**src/rtl/yuv422_to_yuv444_pkg.sv**
```systemverilog
// Shared constants and helpers for the 4:2:2 <-> 4:4:4 chroma resampling blocks.
package yuv422_to_yuv444_pkg;

  localparam int PIX_W = 8;
  localparam logic [PIX_W-1:0] CHROMA_NEUTRAL = 8'h80;
  localparam logic [PIX_W-1:0] BLANK_Y        = 8'h00;

  typedef logic [PIX_W-1:0] pix_t;

  typedef struct packed {
    logic hs;
    logic vs;
    logic de;
    pix_t y;
  } sync_t;

  // Rounded mean of two samples; the 9-bit sum cannot overflow.
  function automatic pix_t chroma_avg(pix_t a, pix_t b);
    logic [PIX_W:0] s;
    s = {1'b0, a} + {1'b0, b} + {{PIX_W{1'b0}}, 1'b1};
    return s[PIX_W:1];
  endfunction

endpackage

```
**src/rtl/yuv422_to_yuv444_sync_delay.sv**
```systemverilog
// Fixed-depth shift register carrying sync and luma alongside the chroma path.
module sync_delay #(
  parameter int DEPTH = 2,
  parameter int WIDTH = 11
) (
  input  logic             clk,
  input  logic             rst,
  input  logic [WIDTH-1:0] d_i,
  output logic [WIDTH-1:0] q_o
);

  logic [DEPTH-1:0][WIDTH-1:0] sr_q;

  always_ff @(posedge clk or posedge rst) begin
    if (rst) begin
      sr_q <= '0;
    end else begin
      sr_q[0] <= d_i;
      for (int i = 1; i < DEPTH; i++) sr_q[i] <= sr_q[i-1];
    end
  end

  assign q_o = sr_q[DEPTH-1];

endmodule

```
**src/rtl/yuv422_to_yuv444.sv**
```systemverilog
// 4:2:2 interleaved chroma to 4:4:4 upsampler; replicate or interpolate odd-pixel chroma.
module yuv422_to_yuv444
  import yuv422_to_yuv444_pkg::*;
#(
  parameter int INTERP = 0
) (
  input  logic             clk,
  input  logic             rst,
  input  logic             i_hs,
  input  logic             i_vs,
  input  logic             i_de,
  input  logic [PIX_W-1:0] i_y,
  input  logic [PIX_W-1:0] i_c,
  output logic             o_hs,
  output logic             o_vs,
  output logic             o_de,
  output logic [PIX_W-1:0] o_y,
  output logic [PIX_W-1:0] o_cb,
  output logic [PIX_W-1:0] o_cr
);

  localparam int LATENCY = (INTERP != 0) ? 4 : 2;
  // Tap ages in the chroma window: CTR is the pixel being resolved this cycle.
  localparam int CTR  = LATENCY - 1;
  localparam int PRV  = CTR + 1;
  localparam int NXT  = CTR - 1;
  localparam int NXT2 = (CTR >= 2) ? CTR - 2 : 0;

  sync_t sync_in, sync_out;

  always_comb begin
    sync_in    = '0;
    sync_in.hs = i_hs;
    sync_in.vs = i_vs;
    sync_in.de = i_de;
    sync_in.y  = i_de ? i_y : BLANK_Y;
  end

  sync_delay #(
    .DEPTH (LATENCY),
    .WIDTH ($bits(sync_t))
  ) u_sync (
    .clk (clk),
    .rst (rst),
    .d_i (sync_in),
    .q_o (sync_out)
  );

  assign o_hs = sync_out.hs;
  assign o_vs = sync_out.vs;
  assign o_de = sync_out.de;
  assign o_y  = sync_out.y;

  logic                            phase_q;
  logic [CTR:1]                    ph_q;
  logic [LATENCY:1]                de_q;
  logic [LATENCY:1][PIX_W-1:0]     c_q;
  logic [PIX_W-1:0]                cb_q, cb_d, cr_q, cr_d;

  // Window index 0 is the live input, index j is the sample j cycles old.
  logic [CTR:0]                    w_ph;
  logic [LATENCY:0]                w_de;
  logic [LATENCY:0][PIX_W-1:0]     w_c;

  assign w_ph = {ph_q, phase_q};
  assign w_de = {de_q, i_de};
  assign w_c  = {c_q, i_c};

  always_ff @(posedge clk or posedge rst) begin
    if (rst) begin
      phase_q <= 1'b0;
      ph_q    <= '0;
      de_q    <= '0;
      c_q     <= {LATENCY{CHROMA_NEUTRAL}};
      cb_q    <= CHROMA_NEUTRAL;
      cr_q    <= CHROMA_NEUTRAL;
    end else begin
      phase_q <= i_de & ~phase_q;
      ph_q    <= w_ph[CTR-1:0];
      de_q    <= w_de[LATENCY-1:0];
      c_q     <= w_c[LATENCY-1:0];
      cb_q    <= cb_d;
      cr_q    <= cr_d;
    end
  end

  always_comb begin
    cb_d = CHROMA_NEUTRAL;
    cr_d = CHROMA_NEUTRAL;
    if (w_de[CTR]) begin
      if (!w_ph[CTR]) begin
        // Even pixel: own Cb; Cr from its pair, else from the previous pair of a lone tail.
        cb_d = w_c[CTR];
        if (w_de[NXT])      cr_d = w_c[NXT];
        else if (w_de[PRV]) cr_d = w_c[PRV];
      end else begin
        cb_d = w_c[PRV];
        cr_d = w_c[CTR];
        if (INTERP != 0 && w_de[NXT]) begin
          cb_d = chroma_avg(w_c[PRV], w_c[NXT]);
          if (w_de[NXT2]) cr_d = chroma_avg(w_c[CTR], w_c[NXT2]);
        end
      end
    end
  end

  assign o_cb = cb_q;
  assign o_cr = cr_q;

endmodule

```
**config.mk**
```make
export PLATFORM = sky130hd
export DESIGN_NAME = yuv422_to_yuv444
export DESIGN_NICKNAME = d
export VERILOG_FILES = /design/src/rtl/yuv422_to_yuv444_pkg.sv /design/src/rtl/yuv422_to_yuv444_sync_delay.sv /design/src/rtl/yuv422_to_yuv444.sv
export SDC_FILE = /design/constraint.sdc
export NUM_CORES = 1
export LEC_CHECK = 0
export ABC_CLOCK_PERIOD_IN_PS = 2600
export CORE_MARGIN = 2
export CORE_UTILIZATION = 30
export CTS_BUF_LIST = sky130_fd_sc_hd__clkbuf_4
export DETAILED_ROUTE_END_ITERATION = 16
export MAX_ROUTING_LAYER = met4
export SYNTH_ARGS = -nofsm -noshare
export SYNTH_HDL_FRONTEND = slang
export SYNTH_SLANG_ARGS = --single-unit
```
**constraint.sdc**
```tcl
create_clock -name clk -period 2.6 [get_ports clk]
set_clock_uncertainty 0.05 [all_clocks]
set_input_delay 0.78 -clock clk [delete_from_list [all_inputs] [get_ports clk]]
set_output_delay 0.78 -clock clk [all_outputs]
set_load 0.02 [all_outputs]
```
Yosys cells after proc, flatten, opt, wreduce, memory -nomap -nowiden. Index checks and enable logic that the tools add are counted. Widths: inputs -> output; s select.

Register bits: 58. Output and inout port bits: 27. Word-level logic and storage cells: 18.

Muxes and demuxes: 7. Bitwise gates (word level): 2.

Operator list (number): $mux 8 (7); $and 1x1->1 (1); $not 1->1 (1).

Longest topological paths before layout. Gate-level depths: netlist of run 1.

Word-level depth: 4. Gate-level depth with buffers: 3.

By module. Synthesis of run 1 repeated with hierarchy kept, for this count alone.

Cell total of the unflattened synthesis: 135. Area, all modules: 2018.2 um2.

By module, submodules not included: yuv422_to_yuv444 (times used 1, cells an instance 101, area each 1381.3 um2, seq. area each 905.9 um2); sync_delay (times used 1, cells an instance 34, area each 636.9 um2, seq. area each 550.5 um2).

Worst setup path after synthesis of run 1. OpenSTA, ideal clock, no wires.

Path type: input to register. Start point: in i_de. End point: reg cr_q[3] (netlist: o_cr[3]). Setup time: 94 ps. Arrival: 1277 ps. Setup slack: 1179 ps. Stages on the path: 3. Path through: buf_4 nand3b_1 a221oi_2.

Longest elaborated chain between the ends: 3.

Ends and longest elaborated chain: start, declared (line yuv422_to_yuv444.sv:11) `input logic i_de,`; $mux 8 (line yuv422_to_yuv444.sv:94) `if (w_de[NXT]) cr_d = w_c[NXT];`; $mux 8 (line yuv422_to_yuv444.sv:91) `if (!w_ph[CTR]) begin`; $mux 8 (line yuv422_to_yuv444.sv:90) `if (w_de[CTR]) begin`; net cr_d[3] (line yuv422_to_yuv444.sv:58) `logic [PIX_W-1:0] cb_q, cb_d, cr_q, cr_d;`; end signal, assigned (line yuv422_to_yuv444.sv:83) `cr_q <= cr_d;`; end, declared (line yuv422_to_yuv444.sv:58).

The timed path passes the listed nets, and every way through them passes these cells.

Worst setup path after layout of run 1.
Start point: reg u_sync.sr_q, in the netlist u_sync.q_o[8]. End point: out o_de.

RTL lines: start, declared (line yuv422_to_yuv444_sync_delay.sv:12) `logic [DEPTH-1:0][WIDTH-1:0] sr_q;`; end, declared (line yuv422_to_yuv444.sv:16) `output logic o_de,`.

No word-level cell between the ends.

==> flow_metrics.tcl, run 1 <==
set metrics [dict create \
    max_freq_mhz 410 \
    first_iter_violations 52 \
    path_depth 1 \
    p_comb_share_pct 12.7 \
    r2r_end "o_cr[2]" \
    finalCritPeriodShare_pct 93.8 \
    use_met3_pct 2.75 \
    synth-edff-count 0 \
    layout-drive-gt1-share_pct 14.5 \
    clk_latency_ns 0.36 \
    ys_warn_count 0 \
    wirelength_mm 3.12 \
    powerDensity_nw_per_um2 636 \
    ys_top_cells_by_area "dfrtp_1, a221oi_2, dfstp_2, mux2i_1, buf_4" \
    seq_power_share_pct 59.4 \
    via_count 1078 \
    ys_top_cells_by_count "dfrtp_1, buf_4, inv_1, and2_1, mux2i_1" \
    cp-end-kind "output pin" \
    synth_area_leader_cell "dfrtp_1" \
    crit_path_max_fanout 9 \
    diodes 0 \
    antenna_found_initial 0 \
    synth_top_area_share_pct 67.0 \
    grt.met1_usage_pct 12.5 \
    fin_total_pwr_mw 1.60 \
    hold_path.class "flop to flop" \
    status "complete, no violations" \
    ir_worst_vdd_mv 0.315 \
    cp_data_arrival_time_ns 1.61 \
    die_area_um2 7130 \
    drt-wirelength-per-cell_um 12.5 \
    power_switching_share_pct 23.4 \
    final_net_count 193 \
    ctsResizeCount 0 \
    cp.required_ns 1.77 \
    cp_slowest_cell "clkdlybuf4s50_1" \
    syn-num-nets 150 \
    drt.antenna.violating_nets 0 \
    intPower_mw 1.23 \
    port_buffers 47 \
    critPathMaxStageDelay_ns 0.68 \
    clkSinkCount 56 \
    worst_r2r_path_depth 3 \
    r2r_setup_slack_ns 0.95 \
    min_path_cells 0 \
    num_rows 29 \
    busiest_layer "met2" \
    die_w_um 84.5 \
    grt_util_met2_pct 14.4 \
    switchingPower_uw 375 \
    maxCapViolCount 0 \
    crit_chain "clkdlybuf4s50_1" \
    crit_type "flop to output pin" \
    timing.setup.tns_ns 0 \
    setup_viol 0 \
    yosysUniqueCellTypes 17 \
    syn_to_final_growth_pct 29.6 \
    synthCells 129 \
    seq_area_frac_synth_pct 72.4 \
    rsz0062_at_grt "false" \
    cp-endpoint "o_de" \
    place_congestion 0.757 \
    cts_tree "done" \
    crit_family "buffers and inverters" \
    slew_headroom_pct 45.2 \
    min_period_ns 2.44 \
    report.final.hold_viol_count 0 \
    power.leakage_nw 1.10 \
    worst_setup_path_start_kind "flop" \
    die_height_um 84.5 \
    netlist_area_um2 1940 \
    remaining_drc_errors 0 \
    postSynthAreaPerCell_um2 15.1 \
    clockPowerShare_pct 27.9 \
    root_buffer "clkbuf_4" \
    track_usage_pct 9.85 \
    clk_pin_slew_ns 0.14 \
    synthArstFlopShare_pct 100 \
    hpwl_mm 2.05 \
    initial_utilization_pct 30.8 \
    grt_pass1_wl_mm 5.26 \
    viasPerCell 4.31 \
    final_util_pct 39.9 \
    tightest_slew_ns 0.823 \
    critPathLaunch "u_sync.q_o[8]" \
    synth.most_common_cell "dfrtp_1" \
    synth-seq-cells 56 \
    htreeDepth 2 \
    cp_num_buf_inv 1 \
    grt_max_degree 57 \
    ys.flop_type "dfrtp_1" \
    cts_buffers 5 \
    io_pins 48 \
    post_cts_buffers 0 \
    rr_startpoint "ph_q" \
    cts_buffer_depth 2 \
    maxSlewViolCount 0 \
    dr.pass1.iters 4 \
    core_area_um2 6310 \
    grt_pass1_vias 1134 \
    holdBufCountCts 0 \
    grt_overflow 0 \
]
-- routing by layer --
| metal | wire (um) | part of all wire [%] |
|---|---|---|
| met1 | 1410 | 45 |
| met2 | 1470 | 47 |
| met3 | 168 | 5.4 |
| met4 | 75 | 2.4 |
| met5 | 0 | 0 |
-- worst min-delay path by stage --
stage          slack (ns)            start        endpoint
2_1_floorplan        0.28   u_sync.sr_q[0]   u_sync.q_o[0]
3_3_place_gp         0.28  u_sync.sr_q[10]  u_sync.q_o[10]
3_5_place_dp         0.28   u_sync.sr_q[1]   u_sync.q_o[1]
4_1_cts              0.32   u_sync.sr_q[1]   u_sync.q_o[1]
5_1_grt              0.32   u_sync.sr_q[7]   u_sync.q_o[7]
6_report             0.31   u_sync.sr_q[4]   u_sync.q_o[4]
-- cells in the final DEF (no fill, tap or decap), drive strengths merged --
master	instances
clkbuf	5
nand3b	7
o311ai	1
nand2	2
a21oi	7
a221oi	7
nor2	7
and2	8
mux2i	8
nor2b	2
dfstp	4
dfrtp	52
clkdlybuf4s50	47
nor3b	1
inv	9
bufinv	1
clkinv	2
buf	3
-- cell families (layout without fill, tap and decap cells) --
kind of cell	after synthesis	after routing	share of synthesized area [%]
mux	8	8	4.12
buf+inv	23	67	6.96
compound gates	15	15	8.44
flops	56	56	72.4
simple gates	27	27	8.05
-- power groups by stage --
stage,clock [mW],combinational [mW],sequential (mW)
after global routing,0.498,0.220,0.958
final,0.446,0.203,0.951
after floorplan,0,0.0938,0.983
after global placement,0,0.206,0.969
after detailed placement,0,0.206,0.969
after CTS,0.469,0.207,0.952
-- metrics by stage --
stage	instance area, um2	worst slack, ns	hold WS, ns	std cells
after floorplan	1940	0.405	0.281	129
after global placement	2440	0.588	0.285	242
after detailed placement	2440	0.550	0.285	242
after CTS	2520	0.124	0.317	250
after global routing	2520	0.0638	0.324	250
final	2520	0.162	0.313	250
-- area by class of cell --
type / instances / area [um2]
Clock inverter: 3 / 37.5
Sequential cell: 56 / 1410
Multi-Input combinational cell: 50 / 400
Fill cell: 607 / 3800
Tap cell: 77 / 96.3
Timing Repair Buffer: 50 / 505
Clock buffer: 5 / 37.5
Inverter: 9 / 33.8
-- state kept, by name, indices dropped and copies added (netlist names) --
| signal | flops |
|---|---|
| o_cr | 8 |
| o_cb | 8 |
| u_sync.q_o | 11 |
| ph_q | 1 |
| phase_q | 1 |
| u_sync.sr_q | 11 |
| c_q | 16 |
(Power assumes the default switching activity.)
==> inputs of run 2 (changes only) <==
Settings changed: ABC_CLOCK_PERIOD_IN_PS 2600 to 2800, CORE_UTILIZATION 30 to 40, PLACE_DENSITY set to 0.67.
Clock period 2.6 ns to 2.8 ns, I/O delays scaled along.
==> flow_metrics.tcl, run 2 (synthesis results as in run 1) <==
set metrics [dict create \
    grt_pass1_vias 1055 \
    fin_total_pwr_mw 1.41 \
    num_rows 25 \
    place_congestion 0.670 \
    cp-end-kind "output pin" \
    regMostFlops "c_q" \
    cp.required_ns 1.91 \
    ctsResizeCount 0 \
    clk_latency_ns 0.36 \
    slew_headroom_pct 22.3 \
    die_area_um2 5430 \
    powerDensity_nw_per_um2 573 \
    ir_worst_vdd_mv 0.239 \
    antenna_found_initial 0 \
    cts_buffer_depth 2 \
    rr_startpoint "ph_q" \
    r2r_setup_slack_ns 1.09 \
    cp_slowest_cell "clkdlybuf4s50_1" \
    worst_setup_path_start_kind "flop" \
    drt-wirelength-per-cell_um 14.7 \
    status "complete, no violations" \
    dp_cells 218 \
    htreeDepth 2 \
    hold_path_end "u_sync.q_o[2]" \
    hold_path.class "flop to flop" \
    min_period_ns 2.51 \
    initial_utilization_pct 41.4 \
    layout-drive-gt1-share_pct 14.5 \
    holdBufCountCts 0 \
    clkSinkCount 56 \
    r2r_end "o_cr[2]" \
    wirelength_mm 3.32 \
    crit_type "flop to output pin" \
    remaining_drc_errors 0 \
    grt_util_met2_pct 20.3 \
    report.final.hold_viol_count 0 \
    post-route-worst-setup-slack_ns 0.292 \
    setup_viol 0 \
    io_pins 48 \
    power.leakage_nw 1.09 \
    cp_data_arrival_time_ns 1.62 \
    die_height_um 73.7 \
    cp_num_buf_inv 1 \
    viasPerCell 4.78 \
    clk_pin_slew_ns 0.14 \
    finalCritPeriodShare_pct 89.6 \
    rsz0062_at_grt "false" \
    post_cts_buffers 0 \
    diodes 0 \
    root_buffer "clkbuf_4" \
    drt.antenna.violating_nets 0 \
    grt_overflow 0 \
    track_usage_pct 14.0 \
    crit_chain "clkdlybuf4s50_1" \
    busiest_layer "met2" \
    crit_path_max_fanout 9 \
    grt.met1_usage_pct 18.3 \
    final_net_count 192 \
    final_common_cell "dfrtp_1" \
    via_count 1081 \
    use_met3_pct 3.29 \
    pre_cts_ws_ns 0.409 \
    core_area_um2 4690 \
    maxSlewViolCount 0 \
    crit_family "buffers and inverters" \
    dr.pass1.iters 4 \
    layout_common_cells "dfrtp_1, clkdlybuf4s50_1, inv_1, mux2i_1, and2_1" \
    max_freq_mhz 399 \
    hold_start "u_sync.sr_q[2]" \
    layoutNonFillerInstCount 226 \
    worst_r2r_path_depth 2 \
    syn_to_final_growth_pct 26.8 \
    port_buffers 47 \
    cts_buffers 5 \
    critPathMaxStageDelay_ns 0.68 \
    grt_pass1_wl_mm 5.39 \
    hpwl_mm 2.29 \
    min_path_cells 0 \
    first_iter_violations 56 \
    maxCapViolCount 0 \
    grt_max_degree 35 \
    tightest_slew_ns 1.17 \
    die_w_um 73.7 \
    timing.setup.tns_ns 0 \
    largest_reg_flops 16 \
    cts_tree "done" \
]
-- run 2: area by class of cell --
type	instances	area, um2
clock buffers	7	52.6
fillers	410	2230
flip-flops and latches	56	1410
multi-input cells	50	400
repair buffers	49	498
well taps	54	67.6
inverters	9	33.8
clock inverters	1	3.75
-- run 2: worst max path at each step --
stage	startpoint	end	cells past startpoint
floorplan	rst	c_q[0]	1
global placement	i_de	o_cr[1]	3
detailed placement	i_de	o_cr[2]	3
CTS	u_sync.q_o[8]	o_de	1
global route	u_sync.q_o[8]	o_de	1
finish	u_sync.q_o[8]	o_de	1
-- run 2: layer usage --
metal | share of wire, % | routed length, um
met3 | 3.3 | 111
met2 | 50 | 1660
met5 | 0 | 0
met1 | 44 | 1460
met4 | 2.4 | 78
-- run 2: report_power, final --
group	switching [mW]	internal, mW	total (mW)
Clock	0.222	0.117	0.339
Sequential	0.0299	0.857	0.887
Combinational	0.0898	0.0968	0.187
Total	0.342	1.07	1.41
-- run 2: stage by stage --
step | hold WS, ns | utilization [%] | area [um2]
after floorplan | 0.281 | - | 1940
after global placement | 0.282 | 51.3 | 2410
after detailed placement | 0.285 | 51.3 | 2410
after CTS | 0.317 | 52.5 | 2460
after global routing | 0.330 | 52.5 | 2460
final | 0.315 | 52.5 | 2460
